### config.mk
export PLATFORM = sky130hd
export DESIGN_NAME = spike_rate_encoder
export DESIGN_NICKNAME = d
export VERILOG_FILES = /design/src/rtl/spike_rate_encoder.sv
export SDC_FILE = /design/constraint.sdc
export NUM_CORES = 1
export LEC_CHECK = 0
export ABC_AREA = 1
export CAP_MARGIN = 25
export CORE_ASPECT_RATIO = 0.75
export CORE_MARGIN = 2
export CORE_UTILIZATION = 50
export CTS_BUF_LIST = sky130_fd_sc_hd__clkbuf_8
export CTS_CLUSTER_SIZE = 12
export DETAILED_ROUTE_END_ITERATION = 6
export PLACE_DENSITY = 0.79
export SYNTH_ARGS = -nofsm -noshare
export SYNTH_HDL_FRONTEND = slang
export SYNTH_SLANG_ARGS = --single-unit
### constraint.sdc
create_clock -name i_clk -period 2.1 [get_ports i_clk]
set_clock_uncertainty 0.2 [all_clocks]
set_input_delay 0.21 -clock i_clk [delete_from_list [all_inputs] [get_ports i_clk]]
set_output_delay 0.21 -clock i_clk [all_outputs]
set_load 0.05 [all_outputs]
### src/rtl/spike_rate_encoder.sv
// Rate-coded spike generator: an LFSR-driven Bernoulli spike train whose firing
// probability tracks an 8-bit intensity, with a refractory hold-off after each spike.
module spike_rate_encoder #(
  parameter logic [15:0] SEED = 16'hACE1
) (
  input  logic       i_clk,
  input  logic       i_reset,
  input  logic       i_start,
  input  logic [7:0] i_intensity,
  input  logic [7:0] i_num_steps,
  input  logic [7:0] i_tref,
  output logic       o_spike_out,
  output logic       o_busy,
  output logic       o_done,
  output logic [7:0] o_step_count,
  output logic [7:0] o_spike_count
);

  localparam int unsigned CW = 8;
  localparam int unsigned LW = 16;
  localparam logic [LW-1:0] TAPS = 16'hB400;

  typedef enum logic [1:0] {
    S_IDLE = 2'd0,
    S_RUN  = 2'd1,
    S_DONE = 2'd2
  } state_t;

  state_t          r_state,       w_state_nxt;
  logic [LW-1:0]   r_lfsr,        w_lfsr_nxt;
  logic [CW-1:0]   r_intensity,   w_intensity_nxt;
  logic [CW-1:0]   r_num_steps,   w_num_steps_nxt;
  logic [CW-1:0]   r_tref,        w_tref_nxt;
  logic [CW-1:0]   r_refr,        w_refr_nxt;
  logic [CW-1:0]   r_step_count,  w_step_count_nxt;
  logic [CW-1:0]   r_spike_count, w_spike_count_nxt;
  logic            r_spike_out,   w_spike_out_nxt;
  logic            r_busy,        w_busy_nxt;
  logic            r_done,        w_done_nxt;

  logic [LW-1:0]   w_lfsr_adv;
  logic            w_cand;
  logic [CW-1:0]   w_step_inc;

  // Galois right-shift LFSR step and spike candidate from the current low byte
  assign w_lfsr_adv = (r_lfsr >> 1) ^ (r_lfsr[0] ? TAPS : LW'(0));
  assign w_cand     = (r_lfsr[CW-1:0] < r_intensity) || (r_intensity == 8'hFF);
  assign w_step_inc = CW'(r_step_count + CW'(1));

  always_ff @(posedge i_clk or posedge i_reset) begin
    if (i_reset) begin
      r_state       <= S_IDLE;
      r_lfsr        <= SEED;
      r_intensity   <= '0;
      r_num_steps   <= '0;
      r_tref        <= '0;
      r_refr        <= '0;
      r_step_count  <= '0;
      r_spike_count <= '0;
      r_spike_out   <= 1'b0;
      r_busy        <= 1'b0;
      r_done        <= 1'b0;
    end else begin
      r_state       <= w_state_nxt;
      r_lfsr        <= w_lfsr_nxt;
      r_intensity   <= w_intensity_nxt;
      r_num_steps   <= w_num_steps_nxt;
      r_tref        <= w_tref_nxt;
      r_refr        <= w_refr_nxt;
      r_step_count  <= w_step_count_nxt;
      r_spike_count <= w_spike_count_nxt;
      r_spike_out   <= w_spike_out_nxt;
      r_busy        <= w_busy_nxt;
      r_done        <= w_done_nxt;
    end
  end

  always_comb begin
    w_state_nxt       = r_state;
    w_lfsr_nxt        = r_lfsr;
    w_intensity_nxt   = r_intensity;
    w_num_steps_nxt   = r_num_steps;
    w_tref_nxt        = r_tref;
    w_refr_nxt        = r_refr;
    w_step_count_nxt  = r_step_count;
    w_spike_count_nxt = r_spike_count;
    w_spike_out_nxt   = r_spike_out;

    case (r_state)
      S_IDLE: begin
        w_spike_out_nxt = 1'b0;
        if (i_start) begin
          w_intensity_nxt   = i_intensity;
          w_num_steps_nxt   = i_num_steps;
          w_tref_nxt        = i_tref;
          w_refr_nxt        = '0;
          w_step_count_nxt  = '0;
          w_spike_count_nxt = '0;
          w_lfsr_nxt        = SEED;
          w_state_nxt       = (i_num_steps == '0) ? S_DONE : S_RUN;
        end
      end
      S_RUN: begin
        // LFSR advances every timestep, refractory or not
        w_lfsr_nxt       = w_lfsr_adv;
        w_step_count_nxt = w_step_inc;
        if (r_refr != '0) begin
          w_spike_out_nxt = 1'b0;
          w_refr_nxt      = CW'(r_refr - CW'(1));
        end else begin
          w_spike_out_nxt = w_cand;
          if (w_cand) begin
            w_spike_count_nxt = CW'(r_spike_count + CW'(1));
            w_refr_nxt        = r_tref;
          end
        end
        if (w_step_inc == r_num_steps) begin
          w_state_nxt = S_DONE;
        end
      end
      S_DONE: begin
        w_spike_out_nxt = 1'b0;
        w_state_nxt     = S_IDLE;
      end
      default: begin
        w_spike_out_nxt = 1'b0;
        w_state_nxt     = S_IDLE;
      end
    endcase

    w_busy_nxt = (w_state_nxt != S_IDLE);
    w_done_nxt = (w_state_nxt == S_DONE);
  end

  assign o_spike_out   = r_spike_out;
  assign o_busy        = r_busy;
  assign o_done        = r_done;
  assign o_step_count  = r_step_count;
  assign o_spike_count = r_spike_count;

endmodule

After elaboration in Yosys (flattened, before gate mapping)

Cells that the tools add are included.

Bits in registers: 69
Input port bits: 27
Output and inout bits: 19
Logic and storage cells: 51

$add $sub $neg: 3
Magnitude comparators: 1
Equality and inequality tests: 8
Multiplexer cells: 17
Bitwise gates (word level): 1
Reduce and logical (&&, ||, !) cells: 10

Operators with widths:

| kind                                                               | count |
|---|---|
| 8-bit one-hot mux with 2 select lines                              | 3 |
| 8-bit 2-to-1 mux                                                   | 5 |
| 16-bit 2-to-1 mux                                                  | 2 |
| 16-bit one-hot mux with 2 select lines                             | 1 |
| 8-bit by 1-bit adder with 8-bit output, second input constant      | 2 |
| 15-bit by 16-bit bitwise XOR with 16-bit output                    | 1 |
| 8-bit == test                                                      | 1 |
| 8-bit == test, second input constant                               | 1 |
| 8-bit logical NOT                                                  | 1 |
| 8-bit less-than comparator                                         | 1 |
| 8-bit nonzero test                                                 | 1 |
| 8-bit by 1-bit subtractor with 8-bit output, second input constant | 1 |
| 2-bit 2-to-1 mux                                                   | 3 |
| 2-bit != test, second input constant                               | 3 |
| 2-bit one-hot mux with 2 select lines                              | 1 |
| 2-bit AND reduction                                                | 2 |
| 4-bit AND reduction                                                | 1 |
| 2-bit nonzero test                                                 | 2 |
| 3-bit != test, second input constant                               | 1 |
| 3-bit AND reduction                                                | 1 |
| 2-bit by 1-bit == test with 1-bit output, second input constant    | 1 |
| 2-bit == test, second input constant                               | 1 |
| 2-bit logical NOT                                                  | 1 |
| 1-bit 2-to-1 mux                                                   | 2 |
| 1-bit logical OR                                                   | 1 |

Logic depth before layout (Yosys ltp)

Gate-level depths: netlist of run 1.

Depth in word-level cells: 5
Gate-level depth with buffers: 13
Gate-level depth less buffers: 13

Worst setup path before layout of run 1

OpenSTA, ideal clock, no wires.

Path kind: register to register
Start point: reg r_step_count[0] (netlist: o_step_count[0])
End point: reg r_state[0]
Setup time: 0.117 ns
Arrival time: 1.724 ns
Required time: 1.783 ns
Slack: 0.058 ns
Cell stages (with the launch flop): 11
Path buffers: 0
Clock period less this slack: 2.042 ns
Cells stage by stage: dfrtp_1 -> ha_1 -> nand2_1 -> nor2_1 -> nand3_1 -> nand2_1 -> nor2_1 -> nor2_1 -> nand3_1 -> nand2_1 -> nand2_1

Longest elaborated chain between the ends: 4

RTL lines:

| what                                   | line | source |
|---|---|---|
| from (decl)                            | 35   | `logic [CW-1:0] r_step_count, w_step_count_nxt;` |
| from (signal assigned)                 | 70   | `r_step_count <= w_step_count_nxt;` |
| 8-bit by 1-bit adder with 8-bit output | 48   | `assign w_step_inc = CW'(r_step_count + CW'(1));` |
| 8-bit == test                          | 117  | `if (w_step_inc == r_num_steps) begin` |
| 2-bit 2-to-1 mux                       | 117  |  |
| 2-bit one-hot mux with 2 select lines  | 89   | `case (r_state)` |
| via w_state_nxt[0]                     | 29   | `state_t r_state, w_state_nxt;` |
| to (signal assigned)                   | 64   | `r_state <= w_state_nxt;` |
| to (decl)                              | 29   |  |

The timed path passes the listed nets, and every way through them passes these cells.
A chain may end at the register's enable or synchronous reset.

Worst setup path after layout of run 1

Start point: reg r_spike_count[0] (netlist: o_spike_count[0])
End point: out o_spike_count[0]

RTL lines:

| what                   | line | source |
|---|---|---|
| from (decl)            | 36   | `logic [CW-1:0] r_spike_count, w_spike_count_nxt;` |
| from (signal assigned) | 71   | `r_spike_count <= w_spike_count_nxt;` |
| to (decl)              | 16   | `output logic [7:0] o_spike_count` |

No word-level cell between the ends.

==> flow_summary.toml, run 1 <==
[clock_tree]
cts.root.buffer_cell = "clkbuf_8"
clk_latency_ns = 0.35
cts_htree_levels = 3
clock-sinks = 69
clk_transition_reported_paths_ns = 0.07
clock_tree_from_tritoncts = "yes"
clock_path_buffers = 2
clock_buffers_created_by_tritoncts = 9

[finish]
most_frequent_standard_cell_in_the_layout_excluding_fill_and_tap_cells = "nand2_1"
final.fill_count = 573
antenna_cells_inserted = 0
final_core_utilization = 0.642
drive_above_1_share = 0.125
post_layout_nonfiller_instances = 601
mostFrequentLayoutCells = "nand2_1, dfrtp_1, clkdlybuf4s50_1"
syn2layout_area_growth_pct = 23.6
layout.nets = 536

[global_routing]
grt_start_max_net_pins = 70
grt_pass1_vias = 3033
antenna_found_initial = 0
overflow = 0
grtUsageTotal = 0.220
grt_first_pass_wirelength_um = 13500

[floorplan]
core_region_area_mm2 = 0.00686
floorplan.die.height_um = 77.2
pin_count = 46
die_area_mm2 = 0.00784
chipWidth_um = 102
floorplan.initialDensity = 0.520
rows = 26

[sta]
worst_pin_slew_ns = 0.509
finalMaxSlewViolations = 0
fin_crit_sh = 0.971
slew-limit-headroom = 0.659
fin_crit_ns = 2.04
totalNegativeSetupSlack_ns = 0
final-hold-violation-count = 0
achievable-frequency_mhz = 491
rsz_0062_raised_after_global_routing = "true"
timing.final.setup_violations = 0

[critical_path]
end_kind = "output port"
critical_path_required_ns = 1.69
max_stage_delay_ns = 0.84
crit_buf_inv = 1
arrival_ns = 1.63
cpMaxStageDelayCell = "clkdlybuf4s50_1"
setup.worst_path.class = "flop to output port"
critical-path-top-delay-family = "buffers and inverters"
timing.critical_path.cells = "clkdlybuf4s50_1"
cp_max_fo = 5
start_kind = "flop"

[power]
leakage_nw = 2.20
report.power.total_w = 0.00676
power.density_cell_area_mw_per_mm2 = 1530
pwr-share-seq = 0.358
netSwitchingFraction = 0.443
net-switching-power_w = 0.00299
power_frac_comb = 0.486
vdd_drop_max_v = 0.000802
power_share_of_the_clock_group = 0.156
internal_power_w = 0.00376

[synth]
synth_cell_types = 39
synth-edff-count = 0
ys_top_cells_by_area = "dfrtp_1, nand2_1, dfstp_2"
ys_seq_elements = 69
ys.warnings.count = 0
synth_fp_nets = 480
netlist_instances = 442
synth_top_area_share = 0.428
synth-seq-area-share = 0.487
syn_area_mm2 = 0.00357
mean_instance_size_in_the_synthesized_netlist_um2 = 8.07
synth.largest_area_cell = "dfrtp_1"
async_flop_share = 1.00
dominantRegCellSynth = "dfrtp_1"

[detailed_routing]
drt-total-wl_um = 7970
top_signal_layer_used = "met4"
route.layer.met1.wl_um = 3580
met3_length_um = 396
final_antenna_net_count = 0
total_via_count_in_the_routed_design = 3118
drt_iter0_drc = 185
post-route-drc-count = 0
detailedRoute.firstPassIterationCount = 5
wl_met2_um = 3870
routed_wire_length_per_instance_um = 13.3
drt-vias-per-instance = 5.19

[outcome]
status = "finished, final reports clean"

[placement]
gp_congestion = 0.828
dpl.hpwl_um = 5680
numPortBuffers = 45
placedCellCount = 583

[flow_run]
drv_cap = 0

[hold_path]
min-delay-path-class = "input pin to asynchronous set/reset pin"
[timing repair]
action                                 4_1_cts  5_1_grt
setup buffers                                0        2
hold buffers                                 0        0
pin swaps                                    0        2
cloned                                       0        0
endpoints found under the hold margin        0        0
setup endpoints to repair                    1       15
gates resized for setup                      1        6
[routing by layer]
| metal | up-vias | global-route usage |
|---|---|---|
| met3 | 13 | 0.0556 |
| met4 | 0 | 0.0743 |
| li1 | 1532 | - |
| met2 | 82 | 0.355 |
| met1 | 1491 | 0.287 |
| met5 | - | 0 |
[final timing paths]
check	start	slack, ns	endpoint	depth (start not counted)
worst max register to register	r_lfsr[5]$_DFFE_PP1P_	0.10	o_spike_count[2]$_DFFE_PP0P_	10
worst min-delay path	i_reset	0.11	o_step_count[5]$_DFFE_PP0P_	3
max in group asynchronous	i_reset	1.28	r_lfsr[11]$_DFFE_PP1P_	3
worst max-delay path	o_spike_count[0]$_DFFE_PP0P_	0.06	o_spike_count[0]	1
min in group i_clk	i_intensity[0]	0.20	r_intensity[0]$_DFFE_PP0P_	3
worst min register to register	r_tref[7]$_DFFE_PP0P_	0.28	r_tref[7]$_DFFE_PP0P_	2
[power groups by stage]
stage,combinational [W],clock (W),sequential (W)
after floorplan,0.00206,0,0.00267
after global placement,0.00309,0,0.00239
after detailed placement,0.00321,0,0.00242
after CTS,0.00322,0.00107,0.00241
after global routing,0.00370,0.00114,0.00248
final,0.00328,0.00105,0.00242
[synth_stat cells (2+ instances only)]
cell type	instances
inv_2	13
xor2_1	4
o21ai_0	20
nor2_1	23
nand2_2	2
a21oi_1	6
nand2_4	3
inv_1	39
o22ai_1	11
buf_2	2
nor3_1	5
a22oi_1	4
nand4_1	3
nand3b_1	5
clkbuf_1	7
nand3_1	29
nand2_1	154
nor4_1	2
xnor2_1	4
o21ai_1	8
nor2_4	2
dfrtp_1	61
nor3b_1	2
dfstp_2	8
ha_1	11
[final cells by class]
| type | instances | area (um^2) | area share |
|---|---|---|---|
| sequential | 69 | 1740 | 0.394 |
| clock inverter | 3 | 17.5 | 0.00397 |
| tap | 98 | 123 | 0.0278 |
| multi-input combinational | 310 | 1610 | 0.365 |
| clock buffer | 13 | 179 | 0.0406 |
| timing repair buffer | 55 | 539 | 0.122 |
| inverter | 53 | 203 | 0.0460 |
[cell families (layout without fill, tap and decap cells)]
| logic type | Yosys count | after routing | share of synthesized area |
|---|---|---|---|
| compound gates | 55 | 55 | 0.0884 |
| buf+inv | 63 | 124 | 0.0670 |
| simple gates | 236 | 236 | 0.300 |
| fa+ha+maj | 11 | 11 | 0.0386 |
| xor+xnor | 8 | 8 | 0.0196 |
| flops | 69 | 69 | 0.487 |
[metrics by stage]
step,instance area (um^2),setup slack (ns),hold WS [ns]
global placement,4180,0.171,0.259
CTS,4370,0.0264,0.111
floorplan,3570,0.0584,0.127
finish,4410,0.0613,0.107
global route,4410,-0.0271,0.151
detailed placement,4180,0.0639,0.261
[state kept, by name, indices dropped and copies added, names as in the netlist]
signal	flops
r_state	2
o_step_count	8
o_spike_out	1
o_busy	1
r_num_steps	8
o_spike_count	8
r_lfsr	16
o_done	1
r_intensity	8
r_refr	8
r_tref	8
[worst min-delay path: stages]
cell and delay (ns):
clkdlybuf4s50_1 0.44, clkinvlp_4 0.09, buf_12 0.31
Power figures use the tool's default switching activity.
==> run 2: changes to the inputs <==
PLACE_DENSITY = default   (was 0.79)
PLACE_DENSITY_LB_ADDON = 0.12   (was default)
SKIP_CTS_REPAIR_TIMING = 1   (was default)
clock period = 2 ns   (was 2.1 ns; I/O delays follow)
==> flow_summary.toml, run 2 (synthesis gave the netlist of run 1 again) <==
[power]
power.density_cell_area_mw_per_mm2 = 1620
vdd_drop_max_v = 0.000937
leakage_nw = 2.45

[critical_path]
start_kind = "flop"
arrival_ns = 2.11
critical_path_required_ns = 2.04
setup.worst_path.class = "flop to flop"
end_kind = "flop"
cp_max_fo = 8
r2r_setup_slack_ns = -0.07

[outcome]
violations = "setup timing"
status = "complete, but fails checks"

[finish]
final_design_area_no_fill_mm2 = 0.00464
layout.nets = 548
mostFrequentLayoutCells = "nand2_1, dfrtp_1, inv_1"
final.fill_count = 567
flip_flop_count_of_the_largest_register_all_copies_and_words_added = 16
regMostFlops = "r_lfsr"
most_frequent_standard_cell_in_the_layout_excluding_fill_and_tap_cells = "nand2_1"
drive_above_1_share = 0.188
final_core_utilization = 0.677
antenna_cells_inserted = 0
syn2layout_area_growth_pct = 30.2

[sta]
achievable-frequency_mhz = 483
totalNegativeSetupSlack_ns = -0.835
timing.final.setup_violations = 16
finalWorstSetupSlack_ns = -0.0716
final-hold-violation-count = 0
whs_ns = 0.103
slew-limit-headroom = 0.659
worst_pin_slew_ns = 0.511
finalMaxSlewViolations = 0
fin_crit_sh = 1.04
fin_crit_ns = 2.07
rsz_0062_raised_after_global_routing = "true"

[detailed_routing]
drt-total-wl_um = 8250
total_via_count_in_the_routed_design = 3150
met3_length_um = 382
drt-vias-per-instance = 5.14
routed_wire_length_per_instance_um = 13.5
wl_met2_um = 3930
final_antenna_net_count = 0
route.layer.met1.wl_um = 3870
detailedRoute.firstPassIterationCount = 5
drt_iter0_drc = 126
post-route-drc-count = 0
top_signal_layer_used = "met4"

[clock_tree]
clock_tree_from_tritoncts = "yes"
cts.root.buffer_cell = "clkbuf_8"
clock_path_buffers = 2
cts_htree_levels = 3
clock-sinks = 69
clk_latency_ns = 0.34
clock_buffers_created_by_tritoncts = 9
clk_transition_reported_paths_ns = 0.07

[floorplan]
chipWidth_um = 102
rows = 26
die_area_mm2 = 0.00784
floorplan.die.height_um = 77.2
floorplan.initialDensity = 0.520
pin_count = 46
core_region_area_mm2 = 0.00686

[placement]
numPortBuffers = 45
placement.cell_area_mm2 = 0.00419
gp_congestion = 0.835
dpl.hpwl_um = 5460

[global_routing]
grt_start_max_net_pins = 70
grtUsageTotal = 0.210
grt_first_pass_wirelength_um = 13100
antenna_found_initial = 0
overflow = 0
grt_pass1_vias = 2904

[hold_path]
min-delay-path-class = "input pin to asynchronous set/reset pin"

[flow_run]
drv_cap = 0
run 2: changes by cell type in the layout (fill, tap and decap cells not counted), moves of 2 or more:
cell and delta:
buf_12 +2, buf_4 +11, clkdlybuf4s50_1 -13, clkinv_2 -2, dlymetal6s2s_1 +10, inv_1 +2, nand2_1 -16, nand2_2 +15
nand2_8 +3
run 2: layer usage:
metal | global-route usage | vias to the layer above
met3 | 0.0547 | 9
met4 | 0.0568 | 0
li1 | - | 1564
met2 | 0.322 | 83
met5 | 0 | -
met1 | 0.295 | 1494
run 2: critical path, stage by stage (launching register included):
cell and delay [ns]:
dfstp_2 0.56, ha_4 0.21, a21oi_2 0.15, nor2_1 0.06, nor3_2 0.22, nand2_2 0.15
nand3_4 0.17, nand2_8 0.10, nand2_2 0.10, nand2_2 0.04
run 2: cell type report:
| type | count | area, um^2 | share of cell area |
|---|---|---|---|
| Tap cell | 98 | 123 | 0.0264 |
| Multi-Input combinational cell | 313 | 1740 | 0.375 |
| Inverter | 53 | 203 | 0.0436 |
| Timing Repair Buffer | 64 | 648 | 0.140 |
| Clock buffer | 13 | 179 | 0.0385 |
| Clock inverter | 3 | 11.3 | 0.00242 |
| Sequential cell | 69 | 1740 | 0.374 |
run 2: stage by stage:
stage          power [W]  cells  worst slack [ns]
6_report         0.00753    613           -0.0716
5_1_grt          0.00811    613            -0.119
4_1_cts          0.00701    600           -0.0887
3_5_place_dp     0.00593    584           -0.0667
3_3_place_gp     0.00581    584            0.0443
2_1_floorplan    0.00497    442             0.146
run 2: power breakdown:
part / internal, W / switching (W) / total, W
Combinational: 0.00153 / 0.00238 / 0.00391
Sequential: 0.00207 / 0.000484 / 0.00255
Clock: 0.000573 / 0.000492 / 0.00107
Total: 0.00417 / 0.00336 / 0.00753
run 2: path summary, 6_finish.rpt:
kind	startpoint	end	cells after the start
min in group i_clk	i_tref[2]	r_tref[2]$_DFFE_PP0P_	3
setup / recovery	r_lfsr[5]$_DFFE_PP1P_	r_refr[4]$_DFFE_PP0P_	9
hold / removal	i_reset	r_num_steps[7]$_DFFE_PP0P_	3
max in group asynchronous	i_reset	r_lfsr[13]$_DFFE_PP1P_	3
setup reg to reg	r_lfsr[5]$_DFFE_PP1P_	r_refr[4]$_DFFE_PP0P_	9
hold reg to reg	r_lfsr[15]$_DFFE_PP1P_	r_lfsr[15]$_DFFE_PP1P_	2
